[src/rtl/uart_rx_fsm.sv]
`default_nettype none
// ============================================================================
// Module   : uart_rx_fsm
// Purpose  : 8N1 UART receiver. Synchronises the asynchronous rx line,
//            detects a start edge, samples each bit at mid-bit and reports
//            each good byte with a one-cycle Done pulse. A stop bit sampled
//            low gives a one-cycle frame_err pulse and the byte is dropped.
// Ports    : clk        - system clock, rising edge
//            reset      - synchronous active-high reset
//            rx         - asynchronous serial input, idles high
//            dataout    - last correctly framed byte
//            Done       - pulse: dataout just updated
//            frame_err  - pulse: stop bit sampled low
//            busy       - high whenever a frame is being received
//            tick       - pulse on every bit-sample instant
// Revision : 1.0 - initial release
// ============================================================================
module uart_rx_fsm #(
    parameter int CLKS_PER_BIT = 16
) (
    input  logic       clk,
    input  logic       reset,
    input  logic       rx,
    output logic [7:0] dataout,
    output logic       Done,
    output logic       frame_err,
    output logic       busy,
    output logic       tick
);

    localparam int CW = (CLKS_PER_BIT > 1) ? $clog2(CLKS_PER_BIT) : 1;
    // Start bit is checked half a bit in; every later bit one full bit apart.
    localparam logic [CW-1:0] c_HALF_LAST = CW'(CLKS_PER_BIT / 2 - 1);
    localparam logic [CW-1:0] c_BIT_LAST  = CW'(CLKS_PER_BIT - 1);

    typedef enum logic [1:0] {
        S_IDLE  = 2'd0,
        S_START = 2'd1,
        S_DATA  = 2'd2,
        S_STOP  = 2'd3
    } state_t;

    state_t        state_q, state_d;
    logic          rx_meta_q, rx_s_q, rx_prev_q;
    logic [CW-1:0] cnt_q, cnt_d;
    logic [2:0]    idx_q, idx_d;
    logic [7:0]    sh_q, sh_d;
    logic [7:0]    dataout_q, dataout_d;
    logic          done_q, done_d;
    logic          ferr_q, ferr_d;
    logic          w_fall;
    logic          w_tick;

    // Two-flop synchroniser plus one delay flop for edge detection. All reset
    // to the idle-line level so reset never looks like a start edge.
    always_ff @(posedge clk) begin
        if (reset) begin
            rx_meta_q <= 1'b1;
            rx_s_q    <= 1'b1;
            rx_prev_q <= 1'b1;
        end else begin
            rx_meta_q <= rx;
            rx_s_q    <= rx_meta_q;
            rx_prev_q <= rx_s_q;
        end
    end

    // Only a genuine 1->0 transition starts a frame; a line stuck low is ignored.
    assign w_fall = rx_prev_q & ~rx_s_q;

    always_ff @(posedge clk) begin
        if (reset) begin
            state_q   <= S_IDLE;
            cnt_q     <= '0;
            idx_q     <= 3'd0;
            sh_q      <= 8'h00;
            dataout_q <= 8'h00;
            done_q    <= 1'b0;
            ferr_q    <= 1'b0;
        end else begin
            state_q   <= state_d;
            cnt_q     <= cnt_d;
            idx_q     <= idx_d;
            sh_q      <= sh_d;
            dataout_q <= dataout_d;
            done_q    <= done_d;
            ferr_q    <= ferr_d;
        end
    end

    always_comb begin
        state_d   = state_q;
        cnt_d     = cnt_q + CW'(1);
        idx_d     = idx_q;
        sh_d      = sh_q;
        dataout_d = dataout_q;
        done_d    = 1'b0;
        ferr_d    = 1'b0;
        w_tick    = 1'b0;

        case (state_q)
            S_IDLE: begin
                cnt_d = '0;
                if (w_fall) begin
                    state_d = S_START;
                end
            end

            S_START: begin
                if (cnt_q == c_HALF_LAST) begin
                    w_tick = 1'b1;
                    cnt_d  = '0;
                    if (!rx_s_q) begin
                        idx_d   = 3'd0;
                        state_d = S_DATA;
                    end else begin
                        // Glitch shorter than half a bit: silently drop it.
                        state_d = S_IDLE;
                    end
                end
            end

            S_DATA: begin
                if (cnt_q == c_BIT_LAST) begin
                    w_tick = 1'b1;
                    cnt_d  = '0;
                    // LSB arrives first, so shifting in from the top leaves
                    // bit 0 at sh[0] after the eighth sample.
                    sh_d   = {rx_s_q, sh_q[7:1]};
                    if (idx_q == 3'd7) begin
                        state_d = S_STOP;
                    end else begin
                        idx_d = idx_q + 3'd1;
                    end
                end
            end

            S_STOP: begin
                if (cnt_q == c_BIT_LAST) begin
                    w_tick = 1'b1;
                    cnt_d  = '0;
                    if (rx_s_q) begin
                        dataout_d = sh_q;
                        done_d    = 1'b1;
                    end else begin
                        ferr_d    = 1'b1;
                    end
                    // Leaving mid-stop-bit lets a back-to-back start edge be seen.
                    state_d = S_IDLE;
                end
            end

            default: begin
                state_d = S_IDLE;
            end
        endcase
    end

    assign dataout   = dataout_q;
    assign Done      = done_q;
    assign frame_err = ferr_q;
    assign busy      = (state_q != S_IDLE);
    assign tick      = w_tick;

endmodule
`default_nettype wire

[config.mk]
export PLATFORM = sky130hd
export DESIGN_NAME = uart_rx_fsm
export DESIGN_NICKNAME = d
export VERILOG_FILES = /design/src/rtl/uart_rx_fsm.sv
export SDC_FILE = /design/constraint.sdc
export NUM_CORES = 1
export LEC_CHECK = 0
export ABC_AREA = 1
export BUFFER_PORTS_ARGS = -buffer_cell sky130_fd_sc_hd__buf_4
export CORE_MARGIN = 2
export CORE_UTILIZATION = 55
export DETAILED_ROUTE_END_ITERATION = 10
export PLACE_DENSITY = 0.76
export SETUP_SLACK_MARGIN = 0.4
export SYNTH_ARGS = -nofsm -noshare
export SYNTH_HDL_FRONTEND = slang
export SYNTH_SLANG_ARGS = --single-unit
[constraint.sdc]
create_clock -name clk -period 3 [get_ports clk]
set_clock_uncertainty 0.2 [all_clocks]
set_input_delay 0.45 -clock clk [delete_from_list [all_inputs] [get_ports clk]]
set_output_delay 0.45 -clock clk [all_outputs]
set_load 0.005 [all_outputs]
After elaboration in Yosys (flattened, before gate mapping) --
Cells that the tools add are included.
Storage, ports and cells: output and inout port bits 12, memories kept 0, bits in registers 30, ROM bits 0, input port bits 3, bits in latches 0, memory bits (writable) 0, logic and storage cells 58
Cells by class: magnitude comparators 0, eq/ne operators 13, multipliers 0, shift operators 0, muxes and demuxes 20, reduce and logical (&&, ||, !) cells 9, add/sub/neg operators 2, bitwise logic cells 4, divide/modulo/power cells 0
Operator list (count):
- != test 2 bit (second input constant) | 7
- two-way mux 2 bit | 6
- two-way mux 3 bit | 4
- case mux 4 bit (3 select lines) | 1
- AND reduction 5 bit | 2
- two-way mux 4 bit | 2
- case mux 2 bit (4 select lines) | 1
- case mux 3 bit (2 select lines) | 1
- adder 4 x 1 -> 4 bit (second input constant) | 1
- equality test 2 bit (second input constant) | 2
- equality test 4 x 3 -> 1 bit (second input constant) | 1
- equality test 4 bit (second input constant) | 1
- two-way mux 1 bit | 4
- nonzero test 2 bit | 2
- adder 3 x 1 -> 3 bit (second input constant) | 1
- equality test 3 bit (second input constant) | 1
- inverter 1 bit | 3
- AND reduction 3 bit | 1
- OR reduction 3 bit | 1
- equality test 2 x 1 -> 1 bit (second input constant) | 1
- logical NOT 2 bit | 1
- case mux 1 bit (2 select lines) | 1
- AND reduction 2 bit | 1
- OR reduction 2 bit | 1
- bitwise AND 1 bit | 1

Logic depth before layout (Yosys ltp) --
word-level depth 4, depth in mapped cells 9, gate-level depth less buffers 9

Worst setup path before layout --
Ideal clock, no wire load.
kind register to output, from reg cnt_q[0], to out tick, cell stages (with the launch flop) 4, arrival 0.858 ns, slack 1.492 ns, required time 2.350 ns, cell sequence dfxtp_1 -> ha_1 -> nand3_2 -> o22ai_1
On the way: longest elaborated chain between the ends 3
RTL lines:
- from (decl) | line 45 | logic [CW-1:0] cnt_q, cnt_d;
- from (signal assigned) | line 82 | cnt_q <= cnt_d;
- equality test 4 bit or equality test 4 x 3 -> 1 bit (tied branches) | line 124, 139, 110
- two-way mux 1 bit, on equally long branches | line 124, 139, 110
- case mux 1 bit (2 select lines) * | line 101 | case (state_q)
- to (decl) | line 28 | output logic tick
Mark *: on every way between the ends. The rest lies on a longest branch, timed or not.

Final worst setup path --
from reg state_q[0], to out tick
On the way: longest elaborated chain between the ends 3
RTL lines:
- from (decl) | line 43 | state_t state_q, state_d;
- from (signal assigned) | line 81 | state_q <= state_d;
- equality test 2 bit | line 101
- OR reduction 2 bit (no line)
- case mux 1 bit (2 select lines) * | line 101
Marks and branches as above.

==> impl_metrics.env <==
export IMPL_critical_path_max_fanout=6
export IMPL_synth_yosys_seq_area_share=0.5090
export IMPL_tritoncts="built"
export IMPL_drt_antenna_violating_nets=0
export IMPL_ys_seq_elements=30
export IMPL_post_route_util=0.6875
export IMPL_finalHoldViolCount=0
export IMPL_area_growth_syn_to_layout_pct=16.65
export IMPL_critical_path_buf_inv_count=3
export IMPL_pwr_cell_area_nw_per_um2=563.9
export IMPL_power_share_of_the_clock_group=0.396
export IMPL_critical_path_top_delay_family="flip-flops"
export IMPL_die_y_um=50.32
export IMPL_p_sw_mw=0.1816
export IMPL_start_util=0.5894
export IMPL_final_fill_count=173
export IMPL_swShare=0.2340
export IMPL_timing_max_slew_rel_slack=0.6562
export IMPL_ioPinCount=15
export IMPL_wirelength_mm=2.089
export IMPL_layout_cells_sized_above_1=0.2036
export IMPL_die_w_um=50.32
export IMPL_numCtsBuffers=5
export IMPL_p_comb_frac=0.073
export IMPL_cellInternalPower_mw=0.5944
export IMPL_timing_critical_path_required_ns=2.35
export IMPL_overflow=0
export IMPL_yosys_most_used_dff="sky130_fd_sc_hd__dfxtp_1"
export IMPL_insertion_delay_of_the_later_clocked_pin_in_the_worst_skew_pair_ns=0.33
export IMPL_ys_warn_count=0
export IMPL_rsz0062_at_grt="no"
export IMPL_synth_lib_cells_used_distinct=23
export IMPL_first_global_vias=823
export IMPL_hpwl_reported_at_the_end_of_detailed_placement_mm=1.489
export IMPL_cts_max_level=2
export IMPL_core_outline_area_um2=2002
export IMPL_final_max_slew_viol_count=0
export IMPL_dieArea_um2=2532
export IMPL_worst_pin_slew_ns=0.5151
export IMPL_layout_worst_path_cycle_share=0.6828
export IMPL_worst_setup_hold_path_clk_slew_ns=0.09
export IMPL_viasPerCell=4.964
export IMPL_post_synth_inst_count=148
export IMPL_layout_nets=172
export IMPL_maxCapViolCount=0
export IMPL_worst_voltage_drop_across_the_vdd_grid_mv=0.4058
export IMPL_routability_driven_placement_congestion_ratio=0.7982
export IMPL_finalSetupViolCount=0
export IMPL_cts_root_buffer_cell="sky130_fd_sc_hd__clkbuf_4"
export IMPL_grt_first_pass_wirelength_mm=3.532
export IMPL_holdCritPathClass="primary input to flip-flop"
export IMPL_num_rows=16
export IMPL_synth_avg_cell_area_um2=7.972
export IMPL_antenna_violations_before_repair=0
export IMPL_post_cts_repair_setup_buffers=0
export IMPL_vias=963
export IMPL_critPathLaunchType="flip-flop"
export IMPL_postCtsResizedCells=0
export IMPL_setup_tns_final_ns=0
export IMPL_async_flop_share=0
export IMPL_timing_critical_path_slowest_stage_cell="sky130_fd_sc_hd__dfxtp_1"
export IMPL_setup_worst_path_end_class="output port"
export IMPL_insertedDiodeCount=0
export IMPL_worst_ep_arrival_time_ns=1.40
export IMPL_status="complete, no violations"
export IMPL_fmax_mhz=488.2
export IMPL_route_detailed_wl_per_inst_um=10.77
export IMPL_finalWorstPathRequiredPeriod_ns=2.049
export IMPL_largest_net_degree_at_the_start_of_global_routing=23
export IMPL_path_cells="inv_2 -> nor2_2 -> inv_1 -> o22ai_1 -> buf_4"
export IMPL_buffers_on_ports=14
export IMPL_drtPass1Iterations=4
export IMPL_synth_enable_flop_cells=0
export IMPL_timing_setup_critical_path_class="flip-flop to output port"
export IMPL_hold_buffer_count_at_cts=0
export IMPL_power_leakage_nw=0.6392
export IMPL_pwr_share_seq=0.531
export IMPL_remaining_drc_errors=0
export IMPL_synth_fp_nets=154
export IMPL_cts_buffer_depth=2
export IMPL_timing_critical_path_slowest_cell_delay_ns=0.51
export IMPL_cts_num_sinks=30
export IMPL_synth_cell_area_um2=1180
export IMPL_grt_util_all_layers=0.1925
export IMPL_dr_first_iter_drc_count=28
final timing paths:
path	startpoint	cells past startpoint	end	slack, ns
min reg2reg	rx_meta_q$_SDFF_PP1_	1	rx_s_q$_SDFF_PP1_	0.21
max	state_q[0]$_SDFFE_PP0P_	5	tick	0.95
min	rx	2	rx_meta_q$_SDFF_PP1_	0.11
max reg2reg	cnt_q[0]$_SDFF_PP0_	6	sh_q[2]$_SDFFE_PP0P_	1.20
area by class of cell:
type / instances / area [µm²] / share of cell area
well taps: 27 / 33.78 / 0.02455
clock inverters: 3 / 40.04 / 0.02909
flip-flops and latches: 30 / 600.6 / 0.4364
clock buffers: 5 / 37.54 / 0.02727
multi-input cells: 103 / 514.2 / 0.3736
repair buffers: 14 / 105.1 / 0.07636
inverters: 12 / 45.04 / 0.03273
cell usage in the layout, fill, tap and decap left out:
master and n:
sky130_fd_sc_hd__a21oi_1 3, sky130_fd_sc_hd__buf_4 14, sky130_fd_sc_hd__bufinv_16 1, sky130_fd_sc_hd__clkbuf_4 5, sky130_fd_sc_hd__clkinv_2 2, sky130_fd_sc_hd__dfxtp_1 30
sky130_fd_sc_hd__ha_1 3, sky130_fd_sc_hd__inv_1 11, sky130_fd_sc_hd__inv_2 1, sky130_fd_sc_hd__nand2_1 17, sky130_fd_sc_hd__nand2_2 3, sky130_fd_sc_hd__nand3_1 6
sky130_fd_sc_hd__nand3_2 1, sky130_fd_sc_hd__nand4_1 3, sky130_fd_sc_hd__nand4_4 1, sky130_fd_sc_hd__nor2_1 39, sky130_fd_sc_hd__nor2_2 4, sky130_fd_sc_hd__nor3_1 1
sky130_fd_sc_hd__nor4_1 1, sky130_fd_sc_hd__o21ai_0 16, sky130_fd_sc_hd__o22ai_1 1, sky130_fd_sc_hd__or2_2 2, sky130_fd_sc_hd__xnor2_1 1, sky130_fd_sc_hd__xor2_1 1
per-stage QoR:
| stage | power, mW | hold slack [ns] | area (µm²) | std cells | setup WS, ns |
|---|---|---|---|---|---|
| after global placement | 0.4731 | 0.1959 | 1299 | 186 | 1.291 |
| after CTS | 0.7816 | 0.09750 | 1376 | 194 | 0.9531 |
| final | 0.7761 | 0.1071 | 1376 | 194 | 0.9515 |
| after floorplan | 0.4587 | 0.1895 | 1180 | 148 | 1.492 |
| after global routing | 0.8071 | 0.09710 | 1376 | 194 | 0.8026 |
| after detailed placement | 0.4751 | 0.1945 | 1299 | 186 | 1.247 |
synth_stat cells (2+ instances only):
cell type                 count  area [µm²]
sky130_fd_sc_hd__a21oi_1      3       15.01
sky130_fd_sc_hd__dfxtp_1     30       600.6
sky130_fd_sc_hd__ha_1         3       37.54
sky130_fd_sc_hd__inv_1       11       41.29
sky130_fd_sc_hd__nand2_1     17       63.81
sky130_fd_sc_hd__nand2_2      3       18.77
sky130_fd_sc_hd__nand3_1      6       30.03
sky130_fd_sc_hd__nand4_1      3       18.77
sky130_fd_sc_hd__nor2_1      39       146.4
sky130_fd_sc_hd__nor2_2       4       25.02
sky130_fd_sc_hd__o21ai_0     16       80.08
sky130_fd_sc_hd__or2_2        2       12.51
cell families after synthesis:
family / count (synthesis) / share of synthesized area
AOI/OAI and AO/OA: 20 / 0.08590
xor gates and xnor gates: 2 / 0.01485
adders and majority gates: 3 / 0.03182
buffers and inverters: 15 / 0.05513
DFF: 30 / 0.5090
and+or+nand+nor: 78 / 0.3033
power by group through the flow:
stage               clock, mW  combinational (mW)  sequential, mW
floorplan                   0              0.0396           0.419
global placement            0              0.0526           0.421
detailed placement          0              0.0541           0.421
CTS                     0.313              0.0567           0.412
global route            0.330              0.0643           0.413
finish                  0.307              0.0570           0.412
sequential cells by signal (all words and copies together), names as in the netlist, named ones only:
signal	count
rx_prev_q	1
Done	1
dataout	8
sh_q	8
state_q	1
frame_err	1
rx_meta_q	1
rx_s_q	1
idx_q	3
cnt_q	4
layer usage:
metal / GRT usage / part of all wire / up-vias
met5: 0 / 0 / -
met4: 0.1216 / 0.024 / 0
met3: 0.06250 / 0.050 / 7
met2: 0.2873 / 0.44 / 24
met1: 0.2390 / 0.49 / 417
li1: - / - / 515
Note: power is estimated with default switching activity, not from simulation.
